$ cat config.mk
export PLATFORM = sky130hd
export DESIGN_NAME = rst_seq_ctrl
export DESIGN_NICKNAME = d
export VERILOG_FILES = /design/src/rtl/rst_seq_ctrl.sv
export SDC_FILE = /design/constraint.sdc
export NUM_CORES = 1
export LEC_CHECK = 0
export CAP_MARGIN = 20
export CORE_MARGIN = 10
export CORE_UTILIZATION = 55
export CTS_CLUSTER_DIAMETER = 120
export DETAILED_ROUTE_END_ITERATION = 12
export PLACE_DENSITY_LB_ADDON = 0.25
export SYNTH_ARGS = -nofsm -noshare
export SYNTH_HDL_FRONTEND = slang
export SYNTH_SLANG_ARGS = --single-unit
$ cat constraint.sdc
create_clock -name clk -period 3.15 [get_ports clk]
set_input_delay 0.945 -clock clk [delete_from_list [all_inputs] [get_ports clk]]
set_output_delay 0.945 -clock clk [all_outputs]
set_load 0.005 [all_outputs]
$ cat src/rtl/rst_seq_ctrl.sv
// Reset sequencer: synchronises reset release to clk, stretches it, then releases mem_rst_n and core_rst_n in turn.
// Latency: mem_rst_n rises after edge SYNC_STAGES+HOLD_CYCLES and core_rst_n STAGGER_CYCLES edges later; all outputs are registered.
// Backpressure: none; soft_rst_req is a level held by the requester and is acknowledged only in RUN.
//
// Ports:
//   clk, rst      - clock and asynchronous active-high reset
//   soft_rst_req  - held-level soft reset request; soft_rst_ack pulses for one cycle on acceptance
//   wdt_kick      - watchdog refresh (only used when RST_SEQ_WDT_EN is defined)
//   mem_rst_n     - active-low reset to the memory/bus subsystem (released first)
//   core_rst_n    - active-low reset to the CPU core (released last)
//   rst_done      - high while in RUN
//   rst_cause     - last reset cause: 01 POR, 10 soft, 11 watchdog
//
// Optional feature: define RST_SEQ_WDT_EN to build the watchdog.
// Parameter limits: SYNC_STAGES >= 2, HOLD_CYCLES >= 1, STAGGER_CYCLES >= 1.

module rst_seq_ctrl #(
    parameter int SYNC_STAGES    = 2,
    parameter int HOLD_CYCLES    = 16,
    parameter int STAGGER_CYCLES = 4,
    parameter int WDT_CYCLES     = 1024
) (
    input  logic       clk,
    input  logic       rst,
    input  logic       soft_rst_req,
    output logic       soft_rst_ack,
    input  logic       wdt_kick,
    output logic       mem_rst_n,
    output logic       core_rst_n,
    output logic       rst_done,
    output logic [1:0] rst_cause
);

    localparam int MAX_HS  = (HOLD_CYCLES > STAGGER_CYCLES) ? HOLD_CYCLES : STAGGER_CYCLES;
    localparam int CNT_MAX = (MAX_HS > WDT_CYCLES) ? MAX_HS : WDT_CYCLES;
    localparam int CNT_W   = $clog2(CNT_MAX + 1);

    localparam logic [CNT_W-1:0] HOLD_LAST    = CNT_W'(HOLD_CYCLES - 1);
    localparam logic [CNT_W-1:0] STAGGER_LAST = CNT_W'(STAGGER_CYCLES - 1);

    // The state register samples the last chain flop and acts as the final
    // synchroniser stage, so the chain itself is one flop shorter than
    // SYNC_STAGES. This puts the HOLD entry on edge SYNC_STAGES.
    localparam int SYNC_W = SYNC_STAGES - 1;

    localparam logic [1:0] CAUSE_POR  = 2'b01;
    localparam logic [1:0] CAUSE_SOFT = 2'b10;

    typedef enum logic [1:0] {
        ST_ASSERT  = 2'd0,
        ST_HOLD    = 2'd1,
        ST_MEM_REL = 2'd2,
        ST_RUN     = 2'd3
    } state_t;

    state_t             state_q, state_d;
    logic [CNT_W-1:0]   cnt_q, cnt_d;
    logic [SYNC_W-1:0]  sync_q, sync_d;
    logic               mem_rst_n_q, mem_rst_n_d;
    logic               core_rst_n_q, core_rst_n_d;
    logic               rst_done_q, rst_done_d;
    logic               soft_rst_ack_q, soft_rst_ack_d;
    logic [1:0]         rst_cause_q, rst_cause_d;

`ifdef RST_SEQ_WDT_EN
    localparam logic [CNT_W-1:0] WDT_LAST   = CNT_W'(WDT_CYCLES - 1);
    localparam logic [1:0]       CAUSE_WDT  = 2'b11;
`else
    logic unused_wdt_kick;
    assign unused_wdt_kick = wdt_kick;
`endif

    always_ff @(posedge clk or posedge rst) begin
        if (rst) begin
            state_q        <= ST_ASSERT;
            cnt_q          <= '0;
            sync_q         <= '1;
            mem_rst_n_q    <= 1'b0;
            core_rst_n_q   <= 1'b0;
            rst_done_q     <= 1'b0;
            soft_rst_ack_q <= 1'b0;
            rst_cause_q    <= CAUSE_POR;
        end else begin
            state_q        <= state_d;
            cnt_q          <= cnt_d;
            sync_q         <= sync_d;
            mem_rst_n_q    <= mem_rst_n_d;
            core_rst_n_q   <= core_rst_n_d;
            rst_done_q     <= rst_done_d;
            soft_rst_ack_q <= soft_rst_ack_d;
            rst_cause_q    <= rst_cause_d;
        end
    end

    always_comb begin
        state_d        = state_q;
        cnt_d          = cnt_q;
        sync_d         = sync_q << 1;
        mem_rst_n_d    = mem_rst_n_q;
        core_rst_n_d   = core_rst_n_q;
        rst_done_d     = rst_done_q;
        soft_rst_ack_d = 1'b0;
        rst_cause_d    = rst_cause_q;

        case (state_q)
            ST_ASSERT: begin
                cnt_d = '0;
                if (!sync_q[SYNC_W-1]) begin
                    state_d = ST_HOLD;
                end
            end
            ST_HOLD: begin
                if (cnt_q == HOLD_LAST) begin
                    state_d     = ST_MEM_REL;
                    cnt_d       = '0;
                    mem_rst_n_d = 1'b1;
                end else begin
                    cnt_d = cnt_q + 1'b1;
                end
            end
            ST_MEM_REL: begin
                if (cnt_q == STAGGER_LAST) begin
                    state_d      = ST_RUN;
                    cnt_d        = '0;
                    core_rst_n_d = 1'b1;
                    rst_done_d   = 1'b1;
                end else begin
                    cnt_d = cnt_q + 1'b1;
                end
            end
            ST_RUN: begin
                // Soft request has priority over a coincident watchdog timeout.
                if (soft_rst_req) begin
                    state_d        = ST_HOLD;
                    cnt_d          = '0;
                    mem_rst_n_d    = 1'b0;
                    core_rst_n_d   = 1'b0;
                    rst_done_d     = 1'b0;
                    soft_rst_ack_d = 1'b1;
                    rst_cause_d    = CAUSE_SOFT;
                end
`ifdef RST_SEQ_WDT_EN
                // In RUN the shared counter is the watchdog counter.
                else if (wdt_kick) begin
                    cnt_d = '0;
                end else if (cnt_q == WDT_LAST) begin
                    state_d      = ST_HOLD;
                    cnt_d        = '0;
                    mem_rst_n_d  = 1'b0;
                    core_rst_n_d = 1'b0;
                    rst_done_d   = 1'b0;
                    rst_cause_d  = CAUSE_WDT;
                end else begin
                    cnt_d = cnt_q + 1'b1;
                end
`endif
            end
            default: begin
                state_d = ST_ASSERT;
            end
        endcase
    end

    assign mem_rst_n    = mem_rst_n_q;
    assign core_rst_n   = core_rst_n_q;
    assign rst_done     = rst_done_q;
    assign soft_rst_ack = soft_rst_ack_q;
    assign rst_cause    = rst_cause_q;

endmodule

==> results.md, run 1 <==
* Outcome: completed
* Ranking of synthesized cells by area: dfrtp_1 38%, ha_1 6.7%, nand2_1 5.0%
* Met1 usage in global routing at 0.125
* Distinct cells, synth at 42
* Rows at 16
* Clock Latency Late Sink at between 0.3 and 0.4 ns
* Setup violators final at 0
* FF-to-FF setup slack at slightly above 1 ns
* Max Cap Violations at 0
* FF-to-FF Start: cnt_q[0]$_DFFE_PP0P_
* Synth Net Count at between 100 and 150
* CP Launch Type: input pin
* Syn. warnings at 0
* Worst Max-Slew Pin Slew at 0.734 ns
* Placer Congestion at around 0.86
* Setup crit end: cnt_q[9]$_DFFE_PP0P_
* Final Max Slew Viols at 0
* CP startpoint: soft_rst_req
* FF/Latch Area at between 400 and 500 µm²
* Crit path largest cell delay at around 0.54 ns
* Leak at a little under 0.0005 µW
* Avg Inst Size Synth at 10.0 µm²
* Post-CTS sizing at 0
* Largest net degree at the start of global routing at 20
* Worst r2r dst: cnt_q[9]$_DFFE_PP0P_
* Peak Freq at 431 MHz
* Initial core utilization at 0.578
* Max rail drop VDD at ~0.0005 V
* Final TNS setup at 0 ns
* Most frequent cell on the critical path: nand2b_1
* Type of the worst setup path: input pin to flop
* Most frequent cell after synthesis: dfrtp_1
* CP max-delay cell: clkdlybuf4s50_1
* Port-buffer cells at 8
* Multi-input gate area at ~600 µm²
* Die height at about 65 µm
* Fin nets at 130
* Post-DP HPWL at 1580 µm
* Cell Area, Placed at about 1200 µm²
* Clock transition at the registers of the reported paths at around 0.11 ns
* Hold Startpoint: rst_cause[1]$_DFFE_PP0P_
* Die W at 65.2 µm
* Routed wire per std cell at roughly 15 µm
* Met3 usage at 0.0475
* Max-Slew Margin vs Limit at 0.510
* Global-route wire length before repair at around 3800 µm
* Seq/Total Area, Yosys at 0.426
* Worst reg-to-reg path cell count at 5
* Num CTS Buffers at 3
* # fillers at around 160
* Pwr dens at a little under 700 nW/µm²
* CTS Root Cell: clkbuf_4
* Minimum clock period at 2.32 ns
* Area growth, synth to finish at 10.1%
* Post-layout instance area at 1240 µm²
* CTS sink cnt at 19
* CTS tree: done
* Antenna cells at 0
* Setup ws final at about 0.83 ns
* Total routed wirelength at between 2000 and 2500 µm
* Share of layout cells above drive strength 1 at 0.151
* DR DRC count at 0
* Worst EP arrival at around 2.6 ns
* Synth async-reset ratio at 1.00
* Dpl ws at a little over 0.5 ns
* Global routing usage on met2 at 0.180
* FF+latch count, synth at 19
* Vias in the first global route at ~850
* DRT iter0 DRCs at 20
* RSZ-0062 raised after global routing: false
* Vias/cell at 5.93
* Total die area at ~4200 µm²
* Main synth FF type: dfrtp_1
* Sequence of cells on the critical path: clkdlybuf4s50_1 > nand2b_1 > nand2b_1 > or3_1 > a22oi_1
* CTS Buffer Depth at 2
* Post-synth EDFFs at 0
* Cells after Synth at 112
* Period utilization at 0.737
* Final Hold Vio Count at 0
* DR pass1 iterations at 4
* Crit path max fanout at 9
* Post-CTS Setup Bufs at 0
* Global route overflow at 0
* Core outline area at approximately 2000 µm²
* Routed vias at just under 900
* GRT Util Overall at 0.111
* Share of the synthesized area in the top cell type at 0.379
* Final Skew at between 0.009 and 0.01 ns
* Total power draw at around 850 µW
* Hold-fix buffers, CTS at 0
* I/O pin total at 10
* Worst Path Required at about 3.4 ns
* Endpoint class of the critical path: flop
* Post-Synthesis Cell Area at 1120 µm²
* Largest area contributor in the netlist: dfrtp_1
* Hold crit path type: flop to flop
* Busiest layer in global routing: met2
* Commonest cells post-synth: 17 x dfrtp_1, 15 x nand2_1, 6 x a21oi_1, 6 x ha_1, 6 x o21ai_1
* Final ANT Viol Nets at 0
* Initial antenna violation count at 0
* Max H-tree Level at 1
layer usage:
layer	share of wire	wire length, µm
met1	0.43	931
met4	0.012	25
met5	0	0
met3	0.070	151
met2	0.49	1050
how the worst min path moves through the flow:
| stage | endpoint | cells after the start | slack (ns) |
|---|---|---|---|
| floorplan | rst_cause[1]$_DFFE_PP0P_ | 1 | 0.46 |
| global placement | rst_cause[1]$_DFFE_PP0P_ | 1 | 0.46 |
| detailed placement | rst_cause[1]$_DFFE_PP0P_ | 1 | 0.46 |
| CTS | rst_cause[1]$_DFFE_PP0P_ | 1 | 0.48 |
| global route | rst_cause[1]$_DFFE_PP0P_ | 1 | 0.50 |
| finish | rst_cause[1]$_DFFE_PP0P_ | 1 | 0.48 |
power breakdown:
part	leakage, µW	internal (µW)	switching, µW	total [µW]
Clock	0.0000177	47.4	77.2	125
Sequential	0.000242	283	35.1	318
Combinational	0.000235	188	219	407
Total	0.000495	519	331	850
flip-flops by register name (all words and copies together), names as in the netlist:
| register | cells |
|---|---|
| mem_rst_n | 1 |
| soft_rst_ack | 1 |
| sync_q | 1 |
| rst_done | 1 |
| state_q | 2 |
| rst_cause | 2 |
| cnt_q | 11 |
placed cells by master, fill, tap and decap left out, types with 2 or more instances in the layout:
cell type	count
nand4_1	2
xnor2_1	2
inv_1	3
o211ai_1	3
dfstp_2	2
o21ai_0	3
clkbuf_4	3
nor2b_1	2
nand2_1	15
nand2b_1	2
clkdlybuf4s50_1	8
or3_1	2
o31ai_4	2
a21oi_1	6
ha_1	6
nand3_1	4
or2_2	2
dfrtp_1	17
nor4_1	2
o21ai_1	6
nor3_1	5
o2bb2ai_1	2
critical path, delay by kind of cell:
family | cells | cell delay [ns]
buf+inv | 1 | 0.54
simple gates | 3 | 0.90
compound gates | 1 | 0.16
through the flow:
| stage | instances | hold WS, ns | util |
|---|---|---|---|
| final | 146 | 0.478 | 0.637 |
| after global routing | 146 | 0.502 | 0.637 |
| after CTS | 146 | 0.484 | 0.637 |
| after detailed placement | 142 | 0.458 | 0.622 |
| after global placement | 142 | 0.456 | 0.622 |
| after floorplan | 112 | 0.465 | - |
area by class of cell:
cell class | instances | share of cell area
multi-input combinational | 84 | 0.484
sequential | 19 | 0.387
timing repair buffer | 9 | 0.0708
tap | 27 | 0.0273
clock buffer | 3 | 0.0182
inverter | 3 | 0.00911
clock inverter | 1 | 0.00405
kinds of logic (layout without fill, tap and decap cells):
kind of cell	after synthesis	after routing	share of synthesized area
simple gates	44	44	0.217
mux	3	3	0.0323
xor+xnor	3	3	0.0234
compound gates	27	27	0.190
flops	19	19	0.426
other cells	1	1	0.00334
fa+ha+maj	6	6	0.0669
buf+inv	9	16	0.0412
(Power assumes the default switching activity.)
==> run 2: changes to the inputs <==
--- a/config.mk
+++ b/config.mk
@@ -7,7 +7,7 @@
 export LEC_CHECK = 0
 export CAP_MARGIN = 20
 export CORE_MARGIN = 10
-export CORE_UTILIZATION = 55
+export CORE_UTILIZATION = 50
 export CTS_CLUSTER_DIAMETER = 120
 export DETAILED_ROUTE_END_ITERATION = 12
 export PLACE_DENSITY_LB_ADDON = 0.25
==> constraint.sdc (replaced) <==
create_clock -name clk -period 2 [get_ports clk]
set_input_delay 0.6 -clock clk [delete_from_list [all_inputs] [get_ports clk]]
set_output_delay 0.6 -clock clk [all_outputs]
set_load 0.005 [all_outputs]
==> run 2 against run 1 <==
Clock-buffer cell count stayed put. Non-clock buffer count is 15 higher. Design area is 11% higher. Clock power is 69% higher. Clock skew is 0.0026 ns lower. Die area is 6.9% higher. Via count is 8.7% higher. Register-to-register slack worse by 0.98 ns. Sequential power is 55% higher. Global-route usage is 0.19 points higher. First-iteration DRC count grew to 2.9 times the previous value. Critical path depth is 4 lower. Largest cell class unchanged.
==> results.md, run 2 (synthesized netlist as in run 1, its figures left out) <==
* Worst Path Required at between 1 and 1.5 ns
* Core outline area at 2170 µm²
* Leak at 0.000577 µW
* Worst reg-to-reg path cell count at 4
* Area growth, synth to finish at 21.9%
* Total power draw at 1450 µW
* Die W at slightly below 70 µm
* Outcome: completed
* Total die area at roughly 4500 µm²
* Most frequent cells in the layout: 17 x dfrtp_1, 16 x buf_4, 15 x nand2_1
* Fin nets at 146
* Antenna cells at 0
* Clk pwr share at 0.146
* Endpoint class of the critical path: output port
* Final ANT Viol Nets at 0
* FF-to-FF setup slack at 0.05 ns
* Clock transition at the registers of the reported paths at around 0.12 ns
* Initial antenna violation count at 0
* Placer Congestion at ~0.89
* Type of the worst setup path: flop to output port
* Routed wire per std cell at 15.5 µm
* Initial core utilization at 0.517
* Post-DP HPWL at about 1800 µm
* Share of layout cells above drive strength 1 at 0.259
* Global route overflow at 0
* Net load switching power at 574 µW
* DRT iter0 DRCs at 57
* CP Launch Type: flop
* Crit path buf inv count at 1
* CTS Buffer Depth at 2
* Most flops, register: cnt_q
* CP max-delay cell: dfstp_2
* DR pass1 iterations at 4
* Comb pwr share at 0.513
* Final Hold Vio Count at 0
* Routed vias at ~940
* Final Max Slew Viols at 0
* I/O pin total at 10
* Die height at between 60 and 70 µm
* Minimum clock period at approximately 2.0 ns
* Setup violators final at 0
* Dpl ws at -0.0152 ns
* Total routed wirelength at about 2500 µm
* Commonest non-fill, non-tap cell in the layout: dfrtp_1
* Int Pwr at ~870 µW
* Vias/cell at between 5 and 6
* Fin util at 0.630
* GRT Util Overall at 0.113
* CTS sink cnt at 19
* Sequence of cells on the critical path: clkdlybuf4s50_1
* CTS Root Cell: clkbuf_4
* WP depth at 1
* Global-route wire length before repair at 4040 µm
* RSZ-0062 raised after global routing: false
* Sw frac at 0.397
* Crit path max fanout at 2
* CTS tree: done
* Max H-tree Level at 1
* Worst Hold Depth at 1
* Largest register FFs at 11
* Largest net degree at the start of global routing at 20
* Max rail drop VDD at 0.000819 V
* Rows at 17
* Clock Latency Late Sink at 0.31 ns
* Num CTS Buffers at 3
* Period utilization at 0.976
* Peak Freq at a little over 500 MHz
* Crit-path leading delay family: flip-flops
* Pwr dens at between 1000 and 1500 nW/µm²
* Hold crit path type: flop to flop
* Post-CTS Setup Bufs at 0
* Part of the power in registers at 0.342
* Final Skew at around 0.0068 ns
* Setup ws final at 0.0484 ns
* Worst EP arrival at between 1 and 1.5 ns
* Crit path largest cell delay at approximately 0.55 ns
* Vias in the first global route at 870
* Port-buffer cells at 8
* Max Cap Violations at 0
* DR DRC count at 0
-- run 2: layout make-up --
cell class	instances	area (µm²)
clock inverter	1	5.00
fill	181	802
sequential	19	478
tap	28	35.0
inverter	3	11.3
multi-input combinational	85	616
clock buffer	3	22.5
timing repair buffer	24	200
-- run 2: power by group through the flow --
stage / clock network [µW] / registers [µW] / logic (µW)
after floorplan: 0 / 498 / 481
after global placement: 0 / 496 / 685
after detailed placement: 0 / 502 / 697
after CTS: 214 / 494 / 709
after global routing: 226 / 504 / 800
final: 211 / 494 / 742
-- run 2: final timing paths --
kind / end / start
hold reg to reg: rst_cause[1]$_DFFE_PP0P_ / rst_cause[1]$_DFFE_PP0P_
min in group asynchronous: cnt_q[7]$_DFFE_PP0P_ / rst
hold / removal: rst_cause[1]$_DFFE_PP0P_ / rst_cause[1]$_DFFE_PP0P_
setup reg to reg: state_q[1]$_DFFE_PP0P_ / cnt_q[10]$_DFFE_PP0P_
max in group asynchronous: rst_cause[0]$_DFFE_PP1P_ / rst
setup / recovery: rst_cause[0] / rst_cause[0]$_DFFE_PP1P_
-- run 2: layer usage --
layer | track usage | wire, µm
met5 | 0 | 0
met4 | 0.0308 | 46
met3 | 0.0264 | 158
met1 | 0.147 | 1140
met2 | 0.181 | 1180
-- run 2: what timing repair did --
action,in CTS,in global routing
endpoints found under the setup margin,0,9
resized for setup,0,1
hold buffers,0,0
-- run 2: through the flow --
step                cell area [µm²]  hold WS (ns)  instances  setup TNS, ns
global route                   1370         0.508        163              0
CTS                            1350         0.494        162              0
floorplan                      1120         0.465        112              0
detailed placement             1320         0.465        158        -0.0152
global placement               1320         0.461        158              0
finish                         1370         0.490        163              0
==> run 3: changes to the inputs <==
--- a/config.mk
+++ b/config.mk
@@ -7,7 +7,7 @@
 export LEC_CHECK = 0
 export CAP_MARGIN = 20
 export CORE_MARGIN = 10
-export CORE_UTILIZATION = 50
+export CORE_UTILIZATION = 55
 export CTS_CLUSTER_DIAMETER = 120
 export DETAILED_ROUTE_END_ITERATION = 12
 export PLACE_DENSITY_LB_ADDON = 0.25
==> constraint.sdc (replaced) <==
create_clock -name clk -period 2.2 [get_ports clk]
set_input_delay 0.66 -clock clk [delete_from_list [all_inputs] [get_ports clk]]
set_output_delay 0.66 -clock clk [all_outputs]
set_load 0.005 [all_outputs]
==> run 3 against run 2 <==
Combinational power fell by 20%. Clock power fell by 17%. Utilization rose by 1.7 points. Wire length fell by 9.6%. Cell count fell by 8.6%. Critical path type is now flop to flop. Highest routed layer unchanged.
==> results.md, run 3 (synthesized netlist as in run 1, its figures left out) <==
* Final Max Slew Viols at 0
* DP Cell Count at 145
* Total routed wirelength at 2280 µm
* Vias in the first global route at around 860
* Post-DP HPWL at 1720 µm
* I/O pin total at 10
* CTS tree: done
* Crit path max fanout at 9
* Core outline area at approximately 1900 µm²
* FF-to-FF Start: cnt_q[4]$_DFFE_PP0P_
* Clock transition at the registers of the reported paths at around 0.10 ns
* Clock Latency Late Sink at 0.30 ns
* Vias/cell at between 5 and 6
* Post-CTS Setup Bufs at 0
* Final Skew at 0.00214 ns
* Routed vias at between 800 and 900
* Commonest non-fill, non-tap cell in the layout: dfrtp_1
* Die W at between 60 and 70 µm
* Worst EP arrival at ~2.2 ns
* Initial core utilization at 0.578
* GRT Util Overall at 0.114
* Global route overflow at 0
* Hold Startpoint: rst_cause[1]$_DFFE_PP0P_
* Antenna cells at 0
* CTS Root Cell: clkbuf_4
* Initial antenna violation count at 0
* Port-buffer cells at 8
* Die height at ~65 µm
* Top sig layer: met4
* Pwr dens at around 1000 nW/µm²
* WL met2 at between 1000 and 1500 µm
* Max rail drop VDD at approximately 0.0007 V
* Met3 WL at 94 µm
* Max Cap Violations at 0
* Most flops, register: cnt_q
* Area growth, synth to finish at 12.0%
* Endpoint class of the critical path: flop
* Total die area at 4250 µm²
* Wl on met1 at 1070 µm
* Global-route wire length before repair at 3930 µm
* CP startpoint: cnt_q[4]$_DFFE_PP0P_
* Minimum clock period at about 2 ns
* Num CTS Buffers at 3
* Post-CTS sizing at 0
* # fillers at roughly 170
* RSZ-0062 raised after global routing: false
* DRT iter0 DRCs at 31
* CTS sink cnt at 19
* Peak Freq at slightly below 500 MHz
* Max H-tree Level at 1
* Hold crit path type: flop to flop
* Worst Path Required at between 2 and 2.5 ns
* Final ANT Viol Nets at 0
* Final TNS setup at 0 ns
* Non-filler cells, final at ~150
* CP Launch Type: flop
* Type of the worst setup path: flop to flop
* Routed wire per std cell at between 15 and 20 µm
* CTS Buffer Depth at 2
* Largest net degree at the start of global routing at 20
* Outcome: completed
* DR DRC count at 0
* DR pass1 iterations at 4
* Hold-fix buffers, CTS at 0
* Placer Congestion at approximately 0.87
* Fin nets at between 100 and 150
* Leak at 0.000507 µW
* Largest register FFs at 11
* Share of layout cells above drive strength 1 at 0.164
* Setup violators final at 0
* Final Hold Vio Count at 0
* Rows at 16
* Most frequent cells in the layout: 17 x dfrtp_1, 15 x nand2_1, 8 x clkdlybuf4s50_1
* Period utilization at 0.922
run 3: changes by cell type in the layout (fill, tap and decap cells not counted), sizes merged:
| cell | previous run | this run |
|---|---|---|
| buf | 16 | 4 |
| clkbuf | 3 | 4 |
| clkinv | 1 | 0 |
| nor2 | 3 | 2 |
run 3: power breakdown:
group	internal [µW]	total (µW)	switching [µW]
Sequential	406	453	47.2
Clock	70.6	176	106
Combinational	279	596	317
run 3: per-stage QoR:
step	area [µm²]	power [µW]	worst slack (ns)	util	hold WS (ns)
CTS	1260	1240	0.182	0.648	0.485
floorplan	1120	890	0.293	-	0.465
global placement	1230	1040	0.141	0.634	0.456
global route	1260	1320	0.0587	0.648	0.497
detailed placement	1230	1060	0.119	0.634	0.460
finish	1260	1230	0.172	0.648	0.478
run 3: path summary, 6_finish.rpt:
kind | cells after the start | slack [ns] | to
max | 4 | 0.17 | cnt_q[10]$_DFFE_PP0P_
min | 1 | 0.48 | rst_cause[1]$_DFFE_PP0P_
max reg2reg | 4 | 0.17 | cnt_q[10]$_DFFE_PP0P_
min reg2reg | 1 | 0.48 | rst_cause[1]$_DFFE_PP0P_
max in group asynchronous | 3 | 1.26 | sync_q$_DFF_PP1_
min in group asynchronous | 3 | 0.68 | cnt_q[10]$_DFFE_PP0P_
run 3: routing by layer:
metal,track usage,vias to the layer above
li1,-,422
met1,0.147,413
met2,0.176,11
met3,0.0305,4
met4,0.0481,0
met5,0,-
run 3: critical path: stages (launching register included):
cell,delay [ns]
dfrtp_1,0.46
or4_4,0.61
o311a_1,0.46
nor2_4,0.24
o211ai_1,0.14
run 3: final cells by class:
cell class                 instances  area (µm²)  area share
sequential                        19         478       0.380
inverter                           3        11.3     0.00896
multi-input combinational         84         598       0.476
tap                               27        33.8      0.0269
timing repair buffer              12         110      0.0876
clock buffer                       4        26.3      0.0209
